[config.mk]
export PLATFORM = sky130hd
export DESIGN_NAME = frame_aligner
export DESIGN_NICKNAME = d
export VERILOG_FILES = /design/src/rtl/frame_aligner.sv
export SDC_FILE = /design/constraint.sdc
export NUM_CORES = 1
export LEC_CHECK = 0
export CAP_MARGIN = 15
export CORE_UTILIZATION = 58
export CTS_BUF_LIST = sky130_fd_sc_hd__clkbuf_4 sky130_fd_sc_hd__clkbuf_8
export DETAILED_ROUTE_END_ITERATION = 12
export GPL_ROUTABILITY_DRIVEN = 0
export GPL_TIMING_DRIVEN = 1
export PLACE_DENSITY = 0.82
export SYNTH_ARGS = -nofsm -noshare
export SYNTH_HDL_FRONTEND = slang
export SYNTH_SLANG_ARGS = --single-unit
[constraint.sdc]
create_clock -name CLK -period 2.99 [get_ports CLK]
set_input_delay 0.4485 -clock CLK [delete_from_list [all_inputs] [get_ports CLK]]
set_output_delay 0.4485 -clock CLK [all_outputs]
set_load 0.05 [all_outputs]
[src/rtl/frame_aligner.sv]
// frame_aligner: aligns an ADC frame-clock deserializer by comparing each
// 8-bit frame word against PATTERN and issuing single-cycle bitslip pulses
// until the word matches. Reports lock, lock loss and alignment failure.
// Optional build macro FRAME_ALIGN_STATS_EN adds mismatch_cnt_o and
// relock_cnt_o statistics ports; without it the block has no stats logic.
module frame_aligner #(
  parameter logic [7:0]  PATTERN       = 8'hF0,
  parameter int unsigned SETTLE_CYCLES = 4,
  parameter int unsigned LOCK_COUNT    = 16,
  parameter int unsigned LOSS_COUNT    = 4,
  parameter int unsigned MAX_SLIPS     = 8
) (
  input  logic       CLK,
  input  logic       RST_N,
  input  logic       en,
  input  logic [7:0] frame_i,
  output logic       bitslip_o,
  output logic       locked_o,
  output logic       error_o,
  output logic [3:0] slip_count_o
`ifdef FRAME_ALIGN_STATS_EN
  ,
  output logic [15:0] mismatch_cnt_o,
  output logic [7:0]  relock_cnt_o
`endif
);

  localparam logic [3:0] SETTLE_INIT = 4'(SETTLE_CYCLES - 1);
  localparam logic [7:0] LOCK_LAST   = 8'(LOCK_COUNT - 1);
  localparam logic [7:0] LOSS_LAST   = 8'(LOSS_COUNT - 1);
  localparam logic [3:0] SLIP_MAX    = 4'(MAX_SLIPS);

  typedef enum logic [2:0] {
    IDLE   = 3'd0,
    CHECK  = 3'd1,
    SLIP   = 3'd2,
    SETTLE = 3'd3,
    LOCKED = 3'd4,
    FAIL   = 3'd5
  } state_t;

  state_t     state;
  state_t     state_next;
  logic [7:0] match_cnt;
  logic [7:0] match_cnt_next;
  logic [7:0] miss_cnt;
  logic [7:0] miss_cnt_next;
  logic [3:0] slip_cnt;
  logic [3:0] slip_cnt_next;
  logic [3:0] settle_cnt;
  logic [3:0] settle_cnt_next;
  logic       match;

  assign match = (frame_i == PATTERN);

  // Next-state and next-counter logic; en=0 overrides every state.
  always_comb begin
    state_next      = state;
    match_cnt_next  = match_cnt;
    miss_cnt_next   = miss_cnt;
    slip_cnt_next   = slip_cnt;
    settle_cnt_next = settle_cnt;
    if (!en) begin
      state_next      = IDLE;
      match_cnt_next  = 8'd0;
      miss_cnt_next   = 8'd0;
      slip_cnt_next   = 4'd0;
      settle_cnt_next = 4'd0;
    end else begin
      case (state)
        IDLE: begin
          match_cnt_next  = 8'd0;
          miss_cnt_next   = 8'd0;
          slip_cnt_next   = 4'd0;
          settle_cnt_next = 4'd0;
          state_next      = CHECK;
        end
        CHECK: begin
          if (match) begin
            if (match_cnt == LOCK_LAST) begin
              state_next     = LOCKED;
              match_cnt_next = 8'd0;
              miss_cnt_next  = 8'd0;
            end else begin
              match_cnt_next = match_cnt + 8'd1;
            end
          end else begin
            match_cnt_next = 8'd0;
            if (slip_cnt >= SLIP_MAX) begin
              state_next = FAIL;
            end else begin
              state_next = SLIP;
            end
          end
        end
        SLIP: begin
          // The pulse is already on the output this cycle; count it and
          // give the deserializer pipeline time to show the new word.
          slip_cnt_next   = (slip_cnt < SLIP_MAX) ? (slip_cnt + 4'd1) : slip_cnt;
          settle_cnt_next = SETTLE_INIT;
          state_next      = SETTLE;
        end
        SETTLE: begin
          if (settle_cnt == 4'd0) begin
            state_next     = CHECK;
            match_cnt_next = 8'd0;
          end else begin
            settle_cnt_next = settle_cnt - 4'd1;
          end
        end
        LOCKED: begin
          if (match) begin
            miss_cnt_next = 8'd0;
          end else if (miss_cnt == LOSS_LAST) begin
            // Lock lost: start a fresh attempt with a full slip budget.
            state_next     = CHECK;
            miss_cnt_next  = 8'd0;
            match_cnt_next = 8'd0;
            slip_cnt_next  = 4'd0;
          end else begin
            miss_cnt_next = miss_cnt + 8'd1;
          end
        end
        FAIL: begin
          state_next = FAIL;
        end
        default: begin
          state_next      = IDLE;
          match_cnt_next  = 8'd0;
          miss_cnt_next   = 8'd0;
          slip_cnt_next   = 4'd0;
          settle_cnt_next = 4'd0;
        end
      endcase
    end
  end

  // State register with synchronous active-low reset.
  always_ff @(posedge CLK) begin
    if (!RST_N) begin
      state <= IDLE;
    end else begin
      state <= state_next;
    end
  end

  // Internal counters.
  always_ff @(posedge CLK) begin
    if (!RST_N) begin
      match_cnt  <= 8'd0;
      miss_cnt   <= 8'd0;
      slip_cnt   <= 4'd0;
      settle_cnt <= 4'd0;
    end else begin
      match_cnt  <= match_cnt_next;
      miss_cnt   <= miss_cnt_next;
      slip_cnt   <= slip_cnt_next;
      settle_cnt <= settle_cnt_next;
    end
  end

  // Outputs registered from the next state so they line up with the state.
  always_ff @(posedge CLK) begin
    if (!RST_N) begin
      bitslip_o    <= 1'b0;
      locked_o     <= 1'b0;
      error_o      <= 1'b0;
      slip_count_o <= 4'd0;
    end else begin
      bitslip_o    <= (state_next == SLIP);
      locked_o     <= (state_next == LOCKED);
      error_o      <= (state_next == FAIL);
      slip_count_o <= slip_cnt_next;
    end
  end

`ifdef FRAME_ALIGN_STATS_EN
  logic locked_miss;
  logic lock_loss;

  assign locked_miss = en && (state == LOCKED) && !match;
  assign lock_loss   = locked_miss && (miss_cnt == LOSS_LAST);

  // Saturating statistics counters, cleared by reset or en=0.
  always_ff @(posedge CLK) begin
    if (!RST_N || !en) begin
      mismatch_cnt_o <= 16'd0;
      relock_cnt_o   <= 8'd0;
    end else begin
      if (locked_miss && (mismatch_cnt_o != 16'hFFFF)) begin
        mismatch_cnt_o <= mismatch_cnt_o + 16'd1;
      end
      if (lock_loss && (relock_cnt_o != 8'hFF)) begin
        relock_cnt_o <= relock_cnt_o + 8'd1;
      end
    end
  end
`endif

endmodule

# Word level (Yosys, flattened, before mapping)
# Index checks and enable logic that the tools add are counted.
dict set report classes {
  n_addsub 4
  magnitude_cmp 2
  eq_ne 18
  mux 25
  bitwise_logic 4
  reduce_logical 11
}
# operator n
set op_table {}
lappend op_table {{$mux 8} 9}
lappend op_table {{$pmux 8 s4} 1}
lappend op_table {{$pmux 4 s3} 2}
lappend op_table {{$pmux 8 s3} 1}
lappend op_table {{$mux 3} 7}
lappend op_table {{$pmux 3 s6} 1}
lappend op_table {{$add 8x1->8 const B} 2}
lappend op_table {{$mux 4} 4}
lappend op_table {{$ne 2x2->1 const B} 7}
lappend op_table {{$eq 3x3->1 const B} 4}
lappend op_table {{$eq 3x2->1 const B} 3}
lappend op_table {{$reduce_or 3->1} 3}
lappend op_table {{$eq 8x2->1 const B} 1}
lappend op_table {{$eq 8x4->1 const B} 1}
lappend op_table {{$eq 8x8->1 const B} 1}
lappend op_table {{$reduce_and 4->1} 2}
lappend op_table {{$add 4x1->4 const B} 1}
lappend op_table {{$ge 4x4->1 const B} 1}
lappend op_table {{$logic_not 4->1} 1}
lappend op_table {{$lt 4x4->1 const B} 1}
lappend op_table {{$not 1->1} 4}
lappend op_table {{$reduce_and 2->1} 2}
lappend op_table {{$sub 4x1->4 const B} 1}
lappend op_table {{$eq 3x1->1 const B} 1}
lappend op_table {{other kinds (3)} 3}
dict set report totals {
  reg_bits 30
  output_inout_bits 7
  wordCells 72
}

# Depth between registers and ports, before layout
dict set report logic_depth {
  depth_word 6
  depth_mapped 7
}

# Worst setup path after synthesis
# OpenSTA, ideal clock, no wires.
dict set report synth_path {
  path_kind {register -> register}
  startpoint {register miss_cnt[0]}
  endpoint {register match_cnt[2]}
  setup_ps 133
  t_arrival_ps 2091
  t_required_ps 2857
  slack_ps 766
  stages_incl_launch_ff 7
  path_buffers 0
  synth_period_minus_slack_ps 2224
  cell_sequence {dfxtp_1 > ha_1 > or4b_1 > or4_4 > o311a_1 > nor2_4 > a311oi_1}
}
dict set report synth_between {
  elab_chain_len 3
}
# item line
set synth_lines {}
lappend synth_lines {{from (decl)} 46} ;# logic [7:0] miss_cnt;
lappend synth_lines {{from (signal assigned)} 156} ;# miss_cnt <= miss_cnt_next;
lappend synth_lines {{$eq 8x2->1} 114} ;# end else if (miss_cnt == LOSS_LAST) begin
lappend synth_lines {{$ne 2x2->1 (no source line)} n/a}
lappend synth_lines {{$reduce_and 4->1 (no source line)} n/a}
lappend synth_lines {{to (signal assigned)} 155} ;# match_cnt <= match_cnt_next;
lappend synth_lines {{to (decl)} 44} ;# logic [7:0] match_cnt;
# Every way passes these cells.
# A chain may end at the register's enable or synchronous reset.

# Final worst setup path
dict set report layout_path {
  startpoint {register miss_cnt[0]}
  endpoint {register match_cnt[3]}
}
# Same word-level chain as after synthesis.

==> metrics.md <==
| Metric | Value |
|---|---|
| Crit share post-route | 0.832 |
| P per Cell Area | 388 nW/um2 |
| Largest net degree at the start of global routing | 17 |
| Post-DP HPWL | 2.67 mm |
| Core area | 2570 um2 |
| Die area | about 3000 um2 |
| Max-cap check violation count | 0 |
| Vias in the first global route | 1329 |
| Clk_lat worst skew | 0.34 ns |
| Max VDD drop | a little under 400 uV |
| First-pass GRT wire length | 5.68 mm |
| Synth area leader | dfxtp_1 |
| Die X | 55.1 um |
| WS Path Type | flop to flop |
| Remaining Overflow, GRT | 0 |
| Hold Vio Cnt, Final | 0 |
| Status | finished, final reports clean |
| CTS sink cnt | 30 |
| GR Util All Layers | 0.269 |
| Peak Freq | slightly above 0.4 GHz |
| Asr flop ratio synth | 0 |
| Share of post-route cells with drive strength above 1 | 0.110 |
| WP data required | 3.20 ns |
| Utilization after layout | 0.732 |
| Register area share after synthesis | 0.368 |
| Clock Skews | 0.00664 ns |
| Mapped Cells | between 150 and 200 |
| Area contributors post-synth | dfxtp_1, a21oi_1, ha_1 |
| Io pins | 18 |
| Power, Total | 0.000729 W |
| PortBufs | 17 |
| CTS tree | built |
| Syn avg cell area | ~8.6 um2 |
| Final min period | 2.49 ns |
| Setup TNS | 0 ns |
| FP Rows | 18 |
| Bufs and invs on worst path | 0 |
| Predominant post-synthesis flop cell | dfxtp_1 |
| P_leak | around 0.62 nW |
| CTS H-tree lvls | 2 |
| Most numerous cell in the Yosys netlist | dfxtp_1 |
| Initial antenna violation count | 0 |
| Multi-input logic area | just under 1000 um2 |
| Root Driver | clkbuf_4 |
| Worst slew margin | 0.605 |
| Crit-path leading delay family | simple AND/OR/NAND/NOR gates |
| Fillers | 208 |
| Synthesized flop and latch total | 30 |
| Routed WL per cell | 15.2 um |
| CTS Hold Buffers Added | 0 |
| Worst path arrival time | 2.69 ns |
| RSZ-0062 raised after global routing | no |
| Die extent in y | 55.1 um |
| Initial Utilization | 0.636 |
| Syn_nets | 207 |
| Worst slew pin tran | 0.592 ns |
| Critical path launch point type | flop |
| Vias per std cell | 6.32 |
| CP peak stage delay | between 0.4 and 0.5 ns |
| Starting DRT DRC Count | 55 |
| Register area | 601 um2 |
| Synth unique cells | a little under 50 |
| Diode count | 0 |
| Crit Path Max Fanout | 6 |
| YS warnings | 0 |
| DRC Markers | 0 |
| Final net count | about 230 |
| Post-CTS Setup Inserts | 0 |
| Routed Antenna Nets | 0 |
| Commonest cells in the netlist | dfxtp_1, a21oi_1, nor2_1 |
| Fin Hold WS | 0.512 ns |
| CTS Buf Count | 5 |
| Post-CTS resize count | 0 |
| Area growth, synth to finish | 15.0% |
| Drt total wl | 3.64 mm |
| Synth top area share | 0.368 |
| CP max stage cell | or4b_1 |
| Clk slew on worst S/H paths | 0.09 ns |
| Longest Clk Path Bufs | 2 |
| Mapped Area | 1630 um2 |
| Via count | approximately 1500 |
| Critical path, cell by cell | ha_1, or4b_1, or4_4, o311a_1, nor2_4, a311oi_1 |
| Endpoints failing setup | 0 |
| Drt first pass iters | 4 |
| Post-synth EDFFs | 0 |
| CP endpoint kind | flop |
| Hold crit path type | flop to flop |
| Final Slew Violations | 0 |
## worst min-delay path, stage by stage (launching register included)
cell and delay (ns):
dfxtp_1 0.34, o31ai_1 0.07, a21oi_1 0.06
## through the flow
stage	instance area [um2]	instances	setup slack, ns
floorplan	1630	190	0.766
global placement	1820	232	0.571
detailed placement	1820	232	0.498
CTS	1880	240	0.541
global route	1880	240	0.408
finish	1880	240	0.503
## worst paths after layout
path	slack, ns	from	cells after the start	endpoint
setup reg to reg	0.50	miss_cnt[0]$_SDFFE_PN0P_	6	match_cnt[3]$_SDFFE_PN0P_
hold reg to reg	0.51	miss_cnt[5]$_SDFFE_PN0P_	2	miss_cnt[5]$_SDFFE_PN0P_
setup / recovery	0.50	miss_cnt[0]$_SDFFE_PN0P_	6	match_cnt[3]$_SDFFE_PN0P_
hold / removal	0.51	miss_cnt[5]$_SDFFE_PN0P_	2	miss_cnt[5]$_SDFFE_PN0P_
## layer usage
metal  wire [um]  track usage
met2        1730        0.450
met4          53        0.108
met1        1680        0.322
met5           0            0
met3         179       0.0765
## power breakdown
group          switching [W]  internal, W
clock network       0.000141     0.000123
registers         0.00000730     0.000402
logic              0.0000298    0.0000263
total               0.000178     0.000551
## logic make-up (layout without fill, tap and decap cells)
| logic type | count (synthesis) | in the layout | share of synthesized area |
|---|---|---|---|
| and+or+nand+nor | 73 | 73 | 0.261 |
| AOI/OAI and AO/OA | 59 | 59 | 0.247 |
| DFF | 30 | 30 | 0.368 |
| buffers and inverters | 15 | 35 | 0.0390 |
| adders and majority gates | 6 | 6 | 0.0459 |
| xor gates and xnor gates | 5 | 5 | 0.0268 |
| muxes | 2 | 2 | 0.0123 |
## state kept, by name, summed over array words and instances (netlist names)
signal,count
bitslip_o,1
error_o,1
locked_o,1
match_cnt,8
miss_cnt,8
settle_cnt,4
slip_count_o,4
state,3
## final cells by class
| cell class | count | area share |
|---|---|---|
| multi-input combinational | 145 | 0.516 |
| sequential | 30 | 0.320 |
| timing repair buffer | 17 | 0.0905 |
| clock buffer | 7 | 0.0313 |
| inverter | 10 | 0.0200 |
| tap | 30 | 0.0200 |
| clock inverter | 1 | 0.00266 |
## cell usage in the layout, fill, tap and decap left out, types with 2 or more instances in the layout
cell             count
dfxtp_1             30
nand3_1              7
nand2_1             12
and2_1               3
or2_2                2
xnor2_1              3
o211ai_1             3
or3_1                8
a21oi_1             20
mux2i_1              2
o21ai_1              2
a41oi_1              2
inv_1               10
or4_4                2
nor3_1               6
a211oi_1             2
a311oi_1             6
xor2_1               2
clkbuf_4             6
and3_1               5
or4b_2               2
nand4_1              2
clkdlybuf4s50_1     17
nor2_1              14
ha_1                 6
o21ai_0             12
No activity file was read; power rests on OpenSTA's default activity.
